===== src/rtl/mem_pkg.sv =====
// Shared definitions for the memory port arbiter: size codes, FSM states and lane math.
package mem_pkg;

  // Size codes used by both the load (MemRead) and store (MemWrite) fields.
  localparam logic [1:0] SZ_NONE = 2'd0;
  localparam logic [1:0] SZ_WORD = 2'd1;
  localparam logic [1:0] SZ_BYTE = 2'd2;
  localparam logic [1:0] SZ_HALF = 2'd3;

  typedef enum logic [2:0] {
    IDLE    = 3'd0,
    FETCH_A = 3'd1,
    FETCH_D = 3'd2,
    LOAD_A  = 3'd3,
    LOAD_D  = 3'd4,
    STORE_W = 3'd5,
    RMW_A   = 3'd6,
    RMW_W   = 3'd7
  } mem_state_t;

  // Right-shift that brings the addressed lane down to bit 0 (big-endian byte order).
  function automatic logic [4:0] lane_shift(input logic [1:0] size, input logic [1:0] addr);
    logic [4:0] sh;
    case (size)
      SZ_BYTE: sh = 5'd24 - {addr, 3'b000};
      SZ_HALF: sh = addr[1] ? 5'd0 : 5'd16;
      default: sh = 5'd0;
    endcase
    return sh;
  endfunction

endpackage


===== src/rtl/mem_lane_align.sv =====
// Combinational lane alignment: load extract with sign extension and store read-modify-write merge.
module mem_lane_align
  import mem_pkg::*;
(
  input  logic [1:0]  size,
  input  logic [1:0]  addr,
  input  logic [31:0] old_word,
  input  logic [31:0] new_data,
  output logic [31:0] load_data,
  output logic [31:0] store_word
);

  function automatic logic signed [31:0] sext8(input logic [7:0] b);
    logic signed [7:0] s;
    s = b;
    return 32'(s);
  endfunction

  function automatic logic signed [31:0] sext16(input logic [15:0] h);
    logic signed [15:0] s;
    s = h;
    return 32'(s);
  endfunction

  logic [4:0]  sh;
  logic [31:0] shifted;
  logic [31:0] mask;

  // Extract the addressed lane for loads and merge the new lane into the old word for stores.
  always_comb begin
    sh      = lane_shift(size, addr);
    shifted = old_word >> sh;
    case (size)
      SZ_BYTE: begin
        load_data = sext8(shifted[7:0]);
        mask      = 32'h0000_00FF << sh;
      end
      SZ_HALF: begin
        load_data = sext16(shifted[15:0]);
        mask      = 32'h0000_FFFF << sh;
      end
      default: begin
        load_data = old_word;
        mask      = 32'hFFFF_FFFF;
      end
    endcase
    store_word = (old_word & ~mask) | ((new_data << sh) & mask);
  end

endmodule


===== src/rtl/mem_port_arbiter.sv =====
// Arbitrates one synchronous-read word memory between instruction fetch and load/store.
module mem_port_arbiter
  import mem_pkg::*;
#(
  parameter int MEM_AW     = 10,
  parameter int STARVE_MAX = 3
) (
  input  logic              Clk,
  input  logic              Rst_n,
  input  logic              IfReq,
  input  logic [31:0]       IfAddr,
  output logic              IfGnt,
  output logic [31:0]       IfRdata,
  input  logic              DReq,
  input  logic [1:0]        DRead,
  input  logic [1:0]        DWrite,
  input  logic [31:0]       DAddr,
  input  logic [31:0]       DWdata,
  output logic              DGnt,
  output logic [31:0]       DRdata,
  output logic              AddrErr,
  output logic              Busy,
  output logic [MEM_AW-1:0] MemAddr,
  output logic              MemWe,
  output logic [31:0]       MemWdata,
  input  logic [31:0]       MemRdata
);

  localparam int SW = $clog2(STARVE_MAX + 2);
  localparam logic [SW-1:0] STARVE_LIM = SW'(STARVE_MAX);

  mem_state_t    state, state_nxt;
  logic [SW-1:0] starve_cnt;
  logic [1:0]    sz_q;
  logic [1:0]    lane_q;
  logic [31:0]   wdata_q;
  logic          err_q;

  logic          d_is_load, d_is_store, d_misalign, d_bad;
  logic [1:0]    d_size;
  logic          arb_en, fetch_win, data_win;
  logic [31:0]   load_data, store_word;

  // Upper address bits and the fetch byte offset are intentionally ignored.
  logic unused_addr_bits;
  assign unused_addr_bits = ^{IfAddr[31:MEM_AW+2], IfAddr[1:0], DAddr[31:MEM_AW+2]};

  // Request decode and arbitration; the cycle carrying an error response is not an arbitration slot.
  always_comb begin
    d_is_load  = (DRead != SZ_NONE);
    d_is_store = (DWrite != SZ_NONE);
    d_size     = d_is_load ? DRead : DWrite;
    d_misalign = ((d_size == SZ_WORD) && (DAddr[1:0] != 2'b00)) ||
                 ((d_size == SZ_HALF) && DAddr[0]);
    d_bad      = (d_is_load == d_is_store) || d_misalign;
    arb_en     = (state == IDLE) && !err_q;
    fetch_win  = arb_en && IfReq && (!DReq || (starve_cnt == STARVE_LIM));
    data_win   = arb_en && DReq && !fetch_win;
  end

  // Next-state logic; every access terminates back in IDLE.
  always_comb begin
    state_nxt = state;
    case (state)
      IDLE: begin
        if (fetch_win)
          state_nxt = FETCH_A;
        else if (data_win && !d_bad) begin
          if (d_is_load)               state_nxt = LOAD_A;
          else if (DWrite == SZ_WORD)  state_nxt = STORE_W;
          else                         state_nxt = RMW_A;
        end
      end
      FETCH_A: state_nxt = FETCH_D;
      FETCH_D: state_nxt = IDLE;
      LOAD_A:  state_nxt = LOAD_D;
      LOAD_D:  state_nxt = IDLE;
      STORE_W: state_nxt = IDLE;
      RMW_A:   state_nxt = RMW_W;
      RMW_W:   state_nxt = IDLE;
      default: state_nxt = IDLE;
    endcase
  end

  // State, starvation counter and latched request fields; reset aborts any access in flight.
  always_ff @(posedge Clk or negedge Rst_n) begin
    if (!Rst_n) begin
      state      <= IDLE;
      starve_cnt <= '0;
      sz_q       <= SZ_NONE;
      lane_q     <= 2'b00;
      wdata_q    <= '0;
      err_q      <= 1'b0;
      MemAddr    <= '0;
      MemWe      <= 1'b0;
    end else begin
      state <= state_nxt;
      err_q <= data_win && d_bad;
      // Write enable is registered so it lines up with STORE_W and RMW_W.
      MemWe <= (state_nxt == STORE_W) || (state_nxt == RMW_W);
      if (arb_en) begin
        if (!IfReq || fetch_win)
          starve_cnt <= '0;
        else if (data_win && (starve_cnt != STARVE_LIM))
          starve_cnt <= starve_cnt + 1'b1;
      end
      if (fetch_win)
        MemAddr <= IfAddr[MEM_AW+1:2];
      if (data_win) begin
        MemAddr <= DAddr[MEM_AW+1:2];
        sz_q    <= d_size;
        lane_q  <= DAddr[1:0];
        wdata_q <= DWdata;
      end
    end
  end

  mem_lane_align u_align (
    .size       (sz_q),
    .addr       (lane_q),
    .old_word   (MemRdata),
    .new_data   (wdata_q),
    .load_data  (load_data),
    .store_word (store_word)
  );

  // Moore-style responses; the merged word is only known once read data returns in RMW_W.
  always_comb begin
    IfGnt    = (state == FETCH_D);
    IfRdata  = IfGnt ? MemRdata : 32'h0;
    DGnt     = (state == LOAD_D) || (state == STORE_W) || (state == RMW_W) || err_q;
    AddrErr  = err_q;
    DRdata   = (state == LOAD_D) ? load_data : 32'h0;
    Busy     = (state != IDLE);
    MemWdata = (state == RMW_W) ? store_word : wdata_q;
  end

endmodule

===== config.mk =====
export PLATFORM = sky130hd
export DESIGN_NAME = mem_port_arbiter
export DESIGN_NICKNAME = d
export VERILOG_FILES = /design/src/rtl/mem_pkg.sv /design/src/rtl/mem_lane_align.sv /design/src/rtl/mem_port_arbiter.sv
export SDC_FILE = /design/constraint.sdc
export NUM_CORES = 1
export LEC_CHECK = 0
export BUFFER_PORTS_ARGS = -buffer_cell sky130_fd_sc_hd__buf_4
export CELL_PAD_IN_SITES_DETAIL_PLACEMENT = 1
export CELL_PAD_IN_SITES_GLOBAL_PLACEMENT = 2
export CORE_ASPECT_RATIO = 1.4
export CORE_UTILIZATION = 25
export CTS_BUF_LIST = sky130_fd_sc_hd__clkbuf_16
export CTS_CLUSTER_DIAMETER = 100
export DETAILED_ROUTE_END_ITERATION = 10
export PLACE_DENSITY = 0.95
export SYNTH_ARGS = -nofsm -noshare
export SYNTH_HDL_FRONTEND = slang
export SYNTH_SLANG_ARGS = --single-unit

===== constraint.sdc =====
create_clock -name Clk -period 4.4 [get_ports Clk]
set_clock_uncertainty 0.15 [all_clocks]
set_input_delay 0.22 -clock Clk [delete_from_list [all_inputs] [get_ports Clk]]
set_output_delay 0.22 -clock Clk [all_outputs]
set_load 0.02 [all_outputs]

==> qor_table.md, run 1 <==
| Quantity | Value | Unit |
| --- | --- | --- |
| Nets in the synthesized netlist | 562 | - |
| Post-layout nets | 760 | - |
| DIE AREA | 15900 | um^2 |
| Final setup fails | 0 | - |
| Ratio of cells with drive above 1 in the final layout | 43.7 | % |
| FF+latch count, synth | 54 | - |
| Cell area reported after detailed placement | 5500 | um^2 |
| Area of combinational cells with multiple inputs | 2330 | um^2 |
| Required time worst endpoint | 4.03 | ns |
| Std-Cell Core Area | 15100 | um^2 |
| TritonCTS sink count | 54 | - |
| Maximum clock rate | 308 | MHz |
| Combined flip-flop and latch cell area | 1350 | um^2 |
| I/O pin total | 247 | - |
| Fin area | 5800 | um^2 |
| Signed area change from the synthesized netlist to the final layout | 50.7 | % |
| Worst-path clk slew | 0.07 | ns |
| Simple-gate area share of the yosys netlist | 19.7 | % |
| Total of max-cap violations | 0 | - |
| Die X-Extent | 107 | um |
| Post-DRT Antenna Nets | 0 | - |
| RSZ-0062 raised after global routing | no | - |
| Cell taking the most area after synthesis | sky130_fd_sc_hd__dfrtp_1 | - |
| Total power after layout | 3.70 | mW |
| Overflow left after global routing | 0 | - |
| Portion of netlist area occupied by mux cells | 22.2 | % |
| Worst-case vdd ir drop | 0.329 | mV |
| Aggregate negative setup slack | 0 | ns |
| Pins Over Slew Limit | 0 | - |
| Worst setup EP type | output port | - |
| Worst setup slack after placement | 1.44 | ns |
| Cell types with the largest area share after synthesis | sky130_fd_sc_hd__dfrtp_1 (35%), sky130_fd_sc_hd__mux2_2 (15%), sky130_fd_sc_hd__mux2i_1 (7.0%) | - |
| Master of the slowest instance on the critical path | sky130_fd_sc_hd__nor2_1 | - |
| Number of input and output port buffers inserted | 204 | - |
| CP Data Arrival Time | 2.88 | ns |
| Number of library cell types mapped by synthesis | 46 | - |
| Yosys warnings | 0 | - |
| Relative max-transition margin | 19.9 | % |
| CTS tree | done | - |
| Peak fanout along the critical path | 17 | - |
| Routed Wire Length | 15.6 | mm |
| Synthesized cell area | 3850 | um^2 |
| GP Congestion | 0.875 | - |
| Critical path launch point type | register | - |
| Vias post-DR | 4098 | - |
| Share of the synthesized area in the top cell type | 35.1 | % |
| Most numerous cell in the Yosys netlist | sky130_fd_sc_hd__dfrtp_1 | - |
| Power per unit of standard cell area | 637 | nW/um^2 |
| Delay-heaviest family, CP | simple AND/OR/NAND/NOR gates | - |
| EDFF count, synth | 0 | - |
| Area fraction in compound gates after synthesis | 17.4 | % |
| Largest net degree at the start of global routing | 55 | - |
| Number of hold violations in the final report | 0 | - |
| Result of the run | completed | - |
| Slew @ Worst Pin | 1.20 | ns |
| Die Height | 149 | um |
| Post-CTS Setup Repair Bufs | 0 | - |
| Cell leakage power | 2.81 | nW |
| Final HPWL from detailed placement | 12.6 | mm |
| Cells after synthesis | 424 | - |
| Share of the yosys chip area belonging to registers | 35.1 | % |
| Number of CTS-inserted buffers | 5 | - |
| Post-route minimum period | 3.25 | ns |
| Fillcell total | 1755 | - |
| Std cell rows | 53 | - |
| 1st-pass router iterations | 7 | - |
| Buffer and inverter count on the worst path | 1 | - |
| Wire length of the first global-routing pass | 23.9 | mm |
| Final worst setup slack | 1.15 | ns |
| Number of gates given a new drive strength after cts | 0 | - |
| Worst min-delay path class | in2reg | - |
| Number of DRC violations after detailed-routing iteration 0 | 205 | - |
| Clk_lat worst skew | 0.29 | ns |
| Maximum level of the CTS H-tree | 2 | - |
| Critical path class | reg2out | - |
| Number of design rule violations left after detail routing | 0 | - |
| Clock root buffer | sky130_fd_sc_hd__clkbuf_16 | - |
| Vias in the first global route | 4289 | - |
| Number of antenna violations at the first check in global routing | 0 | - |
| DR vias/cell | 5.03 | - |
| Largest buffer count on any clock path | 2 | - |
| Series of cell instances along the critical path | or3b_1 -> nor2_1 -> nand2_1 -> nand2_1 -> buf_4 | - |
| Diode insertion count for antenna repair | 0 | - |
| Worst stage delay on the critical path | 0.97 | ns |
| Share of synthesized flip-flops with an asynchronous set or reset | 100 | % |
| Post-detailed-route wirelength per cell | 19.2 | um |
| Share of the cycle needed by the critical path after routing | 73.8 | % |
| Fraction of the mapped netlist area in adder cells | 0.650 | % |
| Initial cell density of the core | 25.6 | % |
| Post-Synth XOR/XNOR Area | 0.227 | % |
| Cell repeated most along the worst path | sky130_fd_sc_hd__nand2_1 | - |
| Combinational family with the most area after synthesis | multiplexers | - |
| Total global-route track usage | 19.6 | % |
| Cell types with the highest counts after synthesis | sky130_fd_sc_hd__dfrtp_1 (54), sky130_fd_sc_hd__mux2_2 (50), sky130_fd_sc_hd__nand2_1 (50), sky130_fd_sc_hd__nor2_1 (36), sky130_fd_sc_hd__and2_1 (34) | - |
| Prevailing post-synth register cell | sky130_fd_sc_hd__dfrtp_1 | - |
| Mean post-synth cell area | 9.08 | um^2 |
-- timing repair --
item | CTS | global route
hold buffers | 16 | 0
setup endpoints to repair | 0 | 0
endpoints found under the hold margin | 69 | 0
-- area by class of cell --
cell class                 count  area share, %
inverter                       7          0.453
clock inverter                 3          0.366
multi-input combinational    331           40.1
timing repair buffer         223           29.5
tap                          192           4.14
sequential                    54           23.3
clock buffer                   5           2.16
-- placed cells by master (no fill, tap or decap), types with 2 or more instances in the layout --
master,netlist,routed
sky130_fd_sc_hd__dlygate4sd3_1,0,16
sky130_fd_sc_hd__nand2b_1,3,3
sky130_fd_sc_hd__and2_1,34,34
sky130_fd_sc_hd__a22o_1,7,7
sky130_fd_sc_hd__nand3_1,6,5
sky130_fd_sc_hd__o221ai_1,3,3
sky130_fd_sc_hd__nor2_1,36,36
sky130_fd_sc_hd__clkbuf_16,0,5
sky130_fd_sc_hd__o21ai_0,23,23
sky130_fd_sc_hd__nor3_1,9,9
sky130_fd_sc_hd__ha_1,2,2
sky130_fd_sc_hd__a222oi_1,7,7
sky130_fd_sc_hd__and3_1,2,2
sky130_fd_sc_hd__mux2_2,50,50
sky130_fd_sc_hd__o2bb2ai_1,8,8
sky130_fd_sc_hd__nand2_1,50,50
sky130_fd_sc_hd__mux2i_1,27,27
sky130_fd_sc_hd__or3b_1,2,2
sky130_fd_sc_hd__buf_4,0,207
sky130_fd_sc_hd__a22oi_1,16,16
sky130_fd_sc_hd__dfrtp_1,54,54
sky130_fd_sc_hd__a21oi_1,15,15
sky130_fd_sc_hd__nor2b_1,3,3
sky130_fd_sc_hd__a211oi_1,8,8
sky130_fd_sc_hd__inv_1,6,6
-- worst register-to-register path: stages (launching register included) --
cell                      delay (ns)
sky130_fd_sc_hd__dfrtp_1        0.49
sky130_fd_sc_hd__or4_1          0.62
sky130_fd_sc_hd__nor2_1         0.93
sky130_fd_sc_hd__nor2_1         0.12
sky130_fd_sc_hd__a21oi_1        0.18
-- registers in the layout, summed over array words and instances, names as in the netlist --
| register | cells |
|---|---|
| wdata_q | 32 |
| MemAddr | 10 |
| starve_cnt | 3 |
| state | 3 |
| lane_q | 2 |
| sz_q | 2 |
| AddrErr | 1 |
| MemWe | 1 |
-- layer usage --
layer	track usage, %	vias to the layer above	share of wire (%)
li1	-	1917	-
met5	0	-	0
met4	7.67	0	3.1
met2	36.5	157	53
met3	2.71	21	5.8
met1	22.2	2003	38
-- logic make-up (layout without fill, tap and decap cells) --
family	count (synthesis)	after routing
compound gates	96	96
xor+xnor	1	1
fa+ha+maj	2	2
simple gates	154	154
flops	54	54
buf+inv	39	238
mux	78	78
-- report_power, final --
group,switching (mW),total (mW),internal (mW)
clock network,0.188,0.399,0.211
logic,1.23,2.28,1.04
registers,0.284,1.02,0.737
total,1.70,3.70,1.99
-- stage by stage --
stage | utilization (%) | hold slack (ns) | instances
after CTS | 38.6 | 0.00160 | 815
after global routing | 38.6 | 0.00275 | 815
after global placement | 36.5 | 0.160 | 791
after floorplan | - | -0.226 | 424
after detailed placement | 36.5 | 0.171 | 791
final | 38.6 | 0.00520 | 815
-- path summary, 6_finish.rpt --
check / startpoint / endpoint / slack (ns) / cells past startpoint
max in group asynchronous: Rst_n / sz_q[0]$_DFFE_PN0N_ / 3.26 / 2
min in group asynchronous: Rst_n / wdata_q[30]$_DFFE_PN0N_ / 0.36 / 2
min: DWdata[4] / wdata_q[4]$_DFFE_PN0N_ / 0.005 / 2
max: state[2]$_DFF_PN0_ / DRdata[31] / 1.15 / 5
max reg2reg: state[1]$_DFF_PN0_ / MemAddr[1]$_DFFE_PN0P_ / 1.83 / 4
min reg2reg: wdata_q[31]$_DFFE_PN0N_ / wdata_q[31]$_DFFE_PN0N_ / 0.36 / 1
Power figures use the tool's default switching activity.
==> inputs of run 2 (changes only) <==
--- a/config.mk
+++ b/config.mk
@@ -5,15 +5,16 @@
 export SDC_FILE = /design/constraint.sdc
 export NUM_CORES = 1
 export LEC_CHECK = 0
+export ABC_AREA = 1
 export BUFFER_PORTS_ARGS = -buffer_cell sky130_fd_sc_hd__buf_4
 export CELL_PAD_IN_SITES_DETAIL_PLACEMENT = 1
 export CELL_PAD_IN_SITES_GLOBAL_PLACEMENT = 2
 export CORE_ASPECT_RATIO = 1.4
-export CORE_UTILIZATION = 25
+export CORE_UTILIZATION = 21
 export CTS_BUF_LIST = sky130_fd_sc_hd__clkbuf_16
 export CTS_CLUSTER_DIAMETER = 100
 export DETAILED_ROUTE_END_ITERATION = 10
-export PLACE_DENSITY = 0.95
+export PLACE_DENSITY = 0.91
 export SYNTH_ARGS = -nofsm -noshare
 export SYNTH_HDL_FRONTEND = slang
 export SYNTH_SLANG_ARGS = --single-unit
==> constraint.sdc (replaced) <==
create_clock -name Clk -period 3.02 [get_ports Clk]
set_clock_uncertainty 0.15 [all_clocks]
set_input_delay 0.151 -clock Clk [delete_from_list [all_inputs] [get_ports Clk]]
set_output_delay 0.151 -clock Clk [all_outputs]
set_load 0.02 [all_outputs]
==> run 2 against run 1 <==
Wire length increased by 20%. Cell area increased by 10%. Worst hold slack got worse by 0.0041 ns. Critical path type unchanged. Largest cell class unchanged. Highest routed layer unchanged.
==> qor_table.md, run 2 <==
| Quantity | Value | Unit | vs previous |
| --- | --- | --- | --- |
| Fraction of the mapped netlist area in adder cells | 0.614 | % | was 0.650% |
| Overflow left after global routing | 0 | - | unchanged |
| Cell leakage power | 3.33 | nW | was 2.81 nW |
| Number of CTS-inserted buffers | 5 | - | unchanged |
| Number of antenna violations at the first check in global routing | 1 | - | was 0 |
| Synthesized cell area | 4080 | um^2 | was 3850 um^2 |
| Cells after synthesis | 654 | - | was 424 |
| Portion of netlist area occupied by mux cells | 0 | % | was 22.2% |
| Die X-Extent | 120 | um | was 107 um |
| GP Congestion | 0.825 | - | was 0.875 |
| Die Height | 167 | um | was 149 um |
| Post-detailed-route wirelength per cell | 16.6 | um | was 19.2 um |
| Pins Over Slew Limit | 0 | - | unchanged |
| I/O pin total | 247 | - | unchanged |
| Largest buffer count on any clock path | 2 | - | unchanged |
| Total of max-cap violations | 0 | - | unchanged |
| DR vias/cell | 4.50 | - | was 5.03 |
| Sequential Power Share | 21.4 | % | was 27.6% |
| Maximum clock rate | 368 | MHz |  |
| Worst setup EP type | output port | - | unchanged |
| Fillcell total | 2435 | - | was 1755 |
| Top reg by flops | wdata_q | - | unchanged |
| Area fraction in compound gates after synthesis | 23.4 | % | was 17.4% |
| Power Internal | 2.73 | mW | was 1.99 mW |
| Peak fanout along the critical path | 23 | - | was 17 |
| Number of non-filler instances in the completed layout | 1132 | - | was 815 |
| Aggregate negative setup slack | 0 | ns | unchanged |
| Leading cell type in the layout, fill and taps excluded | sky130_fd_sc_hd__buf_4 | - | unchanged |
| CTS tree | done | - | unchanged |
| Share of the yosys chip area belonging to registers | 33.2 | % | was 35.1% |
| Combinational share of power | 68.2 | % | was 61.6% |
| Cell taking the most area after synthesis | sky130_fd_sc_hd__dfrtp_1 | - | unchanged |
| Cell types with the largest area share after synthesis | sky130_fd_sc_hd__dfrtp_1 (33%), sky130_fd_sc_hd__nand2_1 (15%), sky130_fd_sc_hd__o21ai_0 (11%) | - | was sky130_fd_sc_hd__dfrtp_1 (35%), sky130_fd_sc_hd__mux2_2 (15%), sky130_fd_sc_hd__mux2i_1 (7.0%) |
| Vias post-DR | 5094 | - | was 4098 |
| Std cell rows | 59 | - | was 53 |
| Critical path launch point type | register | - | unchanged |
| RSZ-0062 raised after global routing | no | - | unchanged |
| Nets in the synthesized netlist | 792 | - | was 562 |
| Result of the run | completed | - | unchanged |
| Post-CTS Setup Repair Bufs | 0 | - | unchanged |
| Cell types with the highest counts after synthesis | sky130_fd_sc_hd__nand2_1 (163), sky130_fd_sc_hd__o21ai_0 (93), sky130_fd_sc_hd__inv_1 (89), sky130_fd_sc_hd__nor2_1 (79), sky130_fd_sc_hd__dfrtp_1 (54) | - | was sky130_fd_sc_hd__dfrtp_1 (54), sky130_fd_sc_hd__mux2_2 (50), sky130_fd_sc_hd__nand2_1 (50), sky130_fd_sc_hd__nor2_1 (36), sky130_fd_sc_hd__and2_1 (34) |
| Most numerous cell in the Yosys netlist | sky130_fd_sc_hd__nand2_1 | - | was sky130_fd_sc_hd__dfrtp_1 |
| Post-route minimum period | 2.71 | ns |  |
| Leading registers by flop count | wdata_q (32), MemAddr (10) | - | unchanged |
| Worst-path clk slew | 0.08 | ns | was 0.07 ns |
| Number of hold violations in the final report | 0 | - | unchanged |
| Area of combinational cells with multiple inputs | 2200 | um^2 | was 2330 um^2 |
| Vias in the first global route | 5246 | - | was 4289 |
| Maximum level of the CTS H-tree | 2 | - | unchanged |
| 1st-pass router iterations | 4 | - | was 7 |
| Prevailing post-synth register cell | sky130_fd_sc_hd__dfrtp_1 | - | unchanged |
| CP Data Arrival Time | 2.41 | ns | was 2.88 ns |
| Post-layout nets | 1024 | - | was 760 |
| Share of synthesized flip-flops with an asynchronous set or reset | 100 | % | unchanged |
| EDFF count, synth | 0 | - | unchanged |
| Combinational family with the most area after synthesis | simple AND/OR/NAND/NOR gates | - | was multiplexers |
| Master of the slowest instance on the critical path | sky130_fd_sc_hd__nor2_2 | - | was sky130_fd_sc_hd__nor2_1 |
| Flip-flop count of the largest register after layout | 32 | - | unchanged |
| Mean post-synth cell area | 6.23 | um^2 | was 9.08 um^2 |
| DIE AREA | 20000 | um^2 | was 15900 um^2 |
| Number of DRC violations after detailed-routing iteration 0 | 153 | - | was 205 |
| Signed area change from the synthesized netlist to the final layout | 57.1 | % | was 50.7% |
| Most used cells in the layout excluding fill and tap cells | sky130_fd_sc_hd__buf_4 (209), sky130_fd_sc_hd__nand2_1 (163), sky130_fd_sc_hd__o21ai_0 (93), sky130_fd_sc_hd__inv_1 (89), sky130_fd_sc_hd__nor2_1 (79) | - | was sky130_fd_sc_hd__buf_4 (207), sky130_fd_sc_hd__dfrtp_1 (54), sky130_fd_sc_hd__nand2_1 (50), sky130_fd_sc_hd__mux2_2 (50), sky130_fd_sc_hd__nor2_1 (36) |
| Total global-route track usage | 18.6 | % | was 19.6% |
| Share of the cycle needed by the critical path after routing | 89.9 | % |  |
| Std-Cell Core Area | 18800 | um^2 | was 15100 um^2 |
| Number of input and output port buffers inserted | 204 | - | unchanged |
| Final core area utilization | 34.0 | % | was 38.6% |
| Slew @ Worst Pin | 1.07 | ns | was 1.20 ns |
| Share of the synthesized area in the top cell type | 33.2 | % | was 35.1% |
| Worst min-delay path class | in2reg | - | unchanged |
| Fraction of power consumed by the clock network | 10.4 | % | was 10.8% |
| Series of cell instances along the critical path | inv_2 -> nand3_2 -> nor2_2 -> nand2_1 -> a31oi_1 -> buf_4 | - | was or3b_1 -> nor2_1 -> nand2_1 -> nand2_1 -> buf_4 |
| Number of design rule violations left after detail routing | 0 | - | unchanged |
| Relative max-transition margin | 28.6 | % | was 19.9% |
| Clk_lat worst skew | 0.30 | ns | was 0.29 ns |
| TritonCTS sink count | 54 | - | unchanged |
| Required time worst endpoint | 2.72 | ns | was 4.03 ns |
| Number of library cell types mapped by synthesis | 30 | - | was 46 |
| Final setup fails | 0 | - | unchanged |
| Clock root buffer | sky130_fd_sc_hd__clkbuf_16 | - | unchanged |
| Post-Synth XOR/XNOR Area | 0 | % | was 0.227% |
| Wire length of the first global-routing pass | 28.9 | mm | was 23.9 mm |
| Proportion of total power due to net switching | 52.9 | % | was 46.1% |
| Post-DRT Antenna Nets | 0 | - | unchanged |
| Initial cell density of the core | 21.6 | % | was 25.6% |
| Simple-gate area share of the yosys netlist | 29.9 | % | was 19.7% |
| Ratio of cells with drive above 1 in the final layout | 28.5 | % | was 43.7% |
| Combined flip-flop and latch cell area | 1350 | um^2 | unchanged |
| FF+latch count, synth | 54 | - | unchanged |
| Power per unit of standard cell area | 905 | nW/um^2 | was 637 nW/um^2 |
| Yosys warnings | 0 | - | unchanged |
| Worst-case vdd ir drop | 0.353 | mV | was 0.329 mV |
| Final HPWL from detailed placement | 14.6 | mm | was 12.6 mm |
| Critical path class | reg2out | - | unchanged |
| Largest net degree at the start of global routing | 71 | - | was 55 |
| Placed Cells | 1079 | - | was 791 |
| Net switching power of the design | 3.07 | mW | was 1.70 mW |
| Routed Wire Length | 18.8 | mm | was 15.6 mm |
| Worst stage delay on the critical path | 0.62 | ns | was 0.97 ns |
## run 2: cell types whose count changed after synthesis, sizes merged, moves of 34 or more
cell,before,now
inv,7,98
and2,34,0
a21oi,15,53
nor2,36,94
mux2,50,0
o21ai,25,109
nand2,50,170
## run 2: path summary, 6_finish.rpt
path	start	end	slack, ns	cells past startpoint
worst max register to register	starve_cnt[0]$_DFFE_PN0P_	state[1]$_DFF_PN0_	0.92	7
min in group asynchronous	Rst_n	wdata_q[22]$_DFFE_PN0N_	0.30	2
worst min register to register	wdata_q[23]$_DFFE_PN0N_	wdata_q[23]$_DFFE_PN0N_	0.34	2
worst min-delay path	DAddr[4]	MemAddr[2]$_DFFE_PN0P_	0.001	3
max in group asynchronous	Rst_n	wdata_q[0]$_DFFE_PN0N_	1.89	2
worst max-delay path	lane_q[0]$_DFFE_PN0N_	DRdata[5]	0.31	6
## run 2: logic make-up (layout without fill, tap and decap cells)
group / after synthesis / count (layout)
AOI/OAI and AO/OA: 181 / 181
buffers and inverters: 128 / 361
DFF: 54 / 54
and+or+nand+nor: 289 / 289
other: 0 / 1
adders and majority gates: 2 / 2
## run 2: critical path, delay by kind of cell, from the launching register on
family,cells,cell delay [ns]
flops,1,0.45
buf+inv,2,0.28
simple gates,3,1.11
compound gates,1,0.28
## run 2: layout make-up
cell class | instances | share of cell area [%]
Multi-Input combinational cell | 472 | 34.3
Timing Repair Buffer | 254 | 31.7
Sequential cell | 54 | 21.1
Inverter | 99 | 5.80
Tap cell | 244 | 4.77
Clock buffer | 5 | 1.95
Clock inverter | 3 | 0.313
Antenna cell | 1 | 0.0391
## run 2: metrics by stage
step / instance area (um^2) / setup slack (ns) / power (mW) / hold WS (ns)
after floorplan: 4080 / 1.17 / 3.65 / -0.295
after CTS: 6400 / 0.290 / 5.87 / 0.000172
final: 6400 / 0.305 / 5.79 / 0.00105
after detailed placement: 5810 / 0.623 / 5.20 / 0.111
after global routing: 6400 / 0.141 / 6.28 / 0.00826
after global placement: 5810 / 0.650 / 5.13 / 0.110
## run 2: power groups by stage
stage | clock [mW] | sequential (mW) | combinational (mW)
after floorplan | 0 | 1.28 | 2.37
after global placement | 0 | 1.23 | 3.90
after detailed placement | 0 | 1.25 | 3.95
after CTS | 0.621 | 1.24 | 4.01
after global routing | 0.645 | 1.28 | 4.36
final | 0.601 | 1.24 | 3.95
## run 2: what timing repair did
item	CTS	global route
gates resized for setup	0	0
endpoints found under the hold margin	97	0
hold buffers	44	0
endpoints found under the setup margin	0	0
## run 2: per-layer routing
metal | vias to the layer above | track usage, % | wire [um]
met2 | 152 | 34.3 | 9690
met3 | 22 | 3.66 | 1070
met1 | 2382 | 20.9 | 7460
met4 | 0 | 6.74 | 547
li1 | 2538 | - | -
met5 | - | 0 | 0
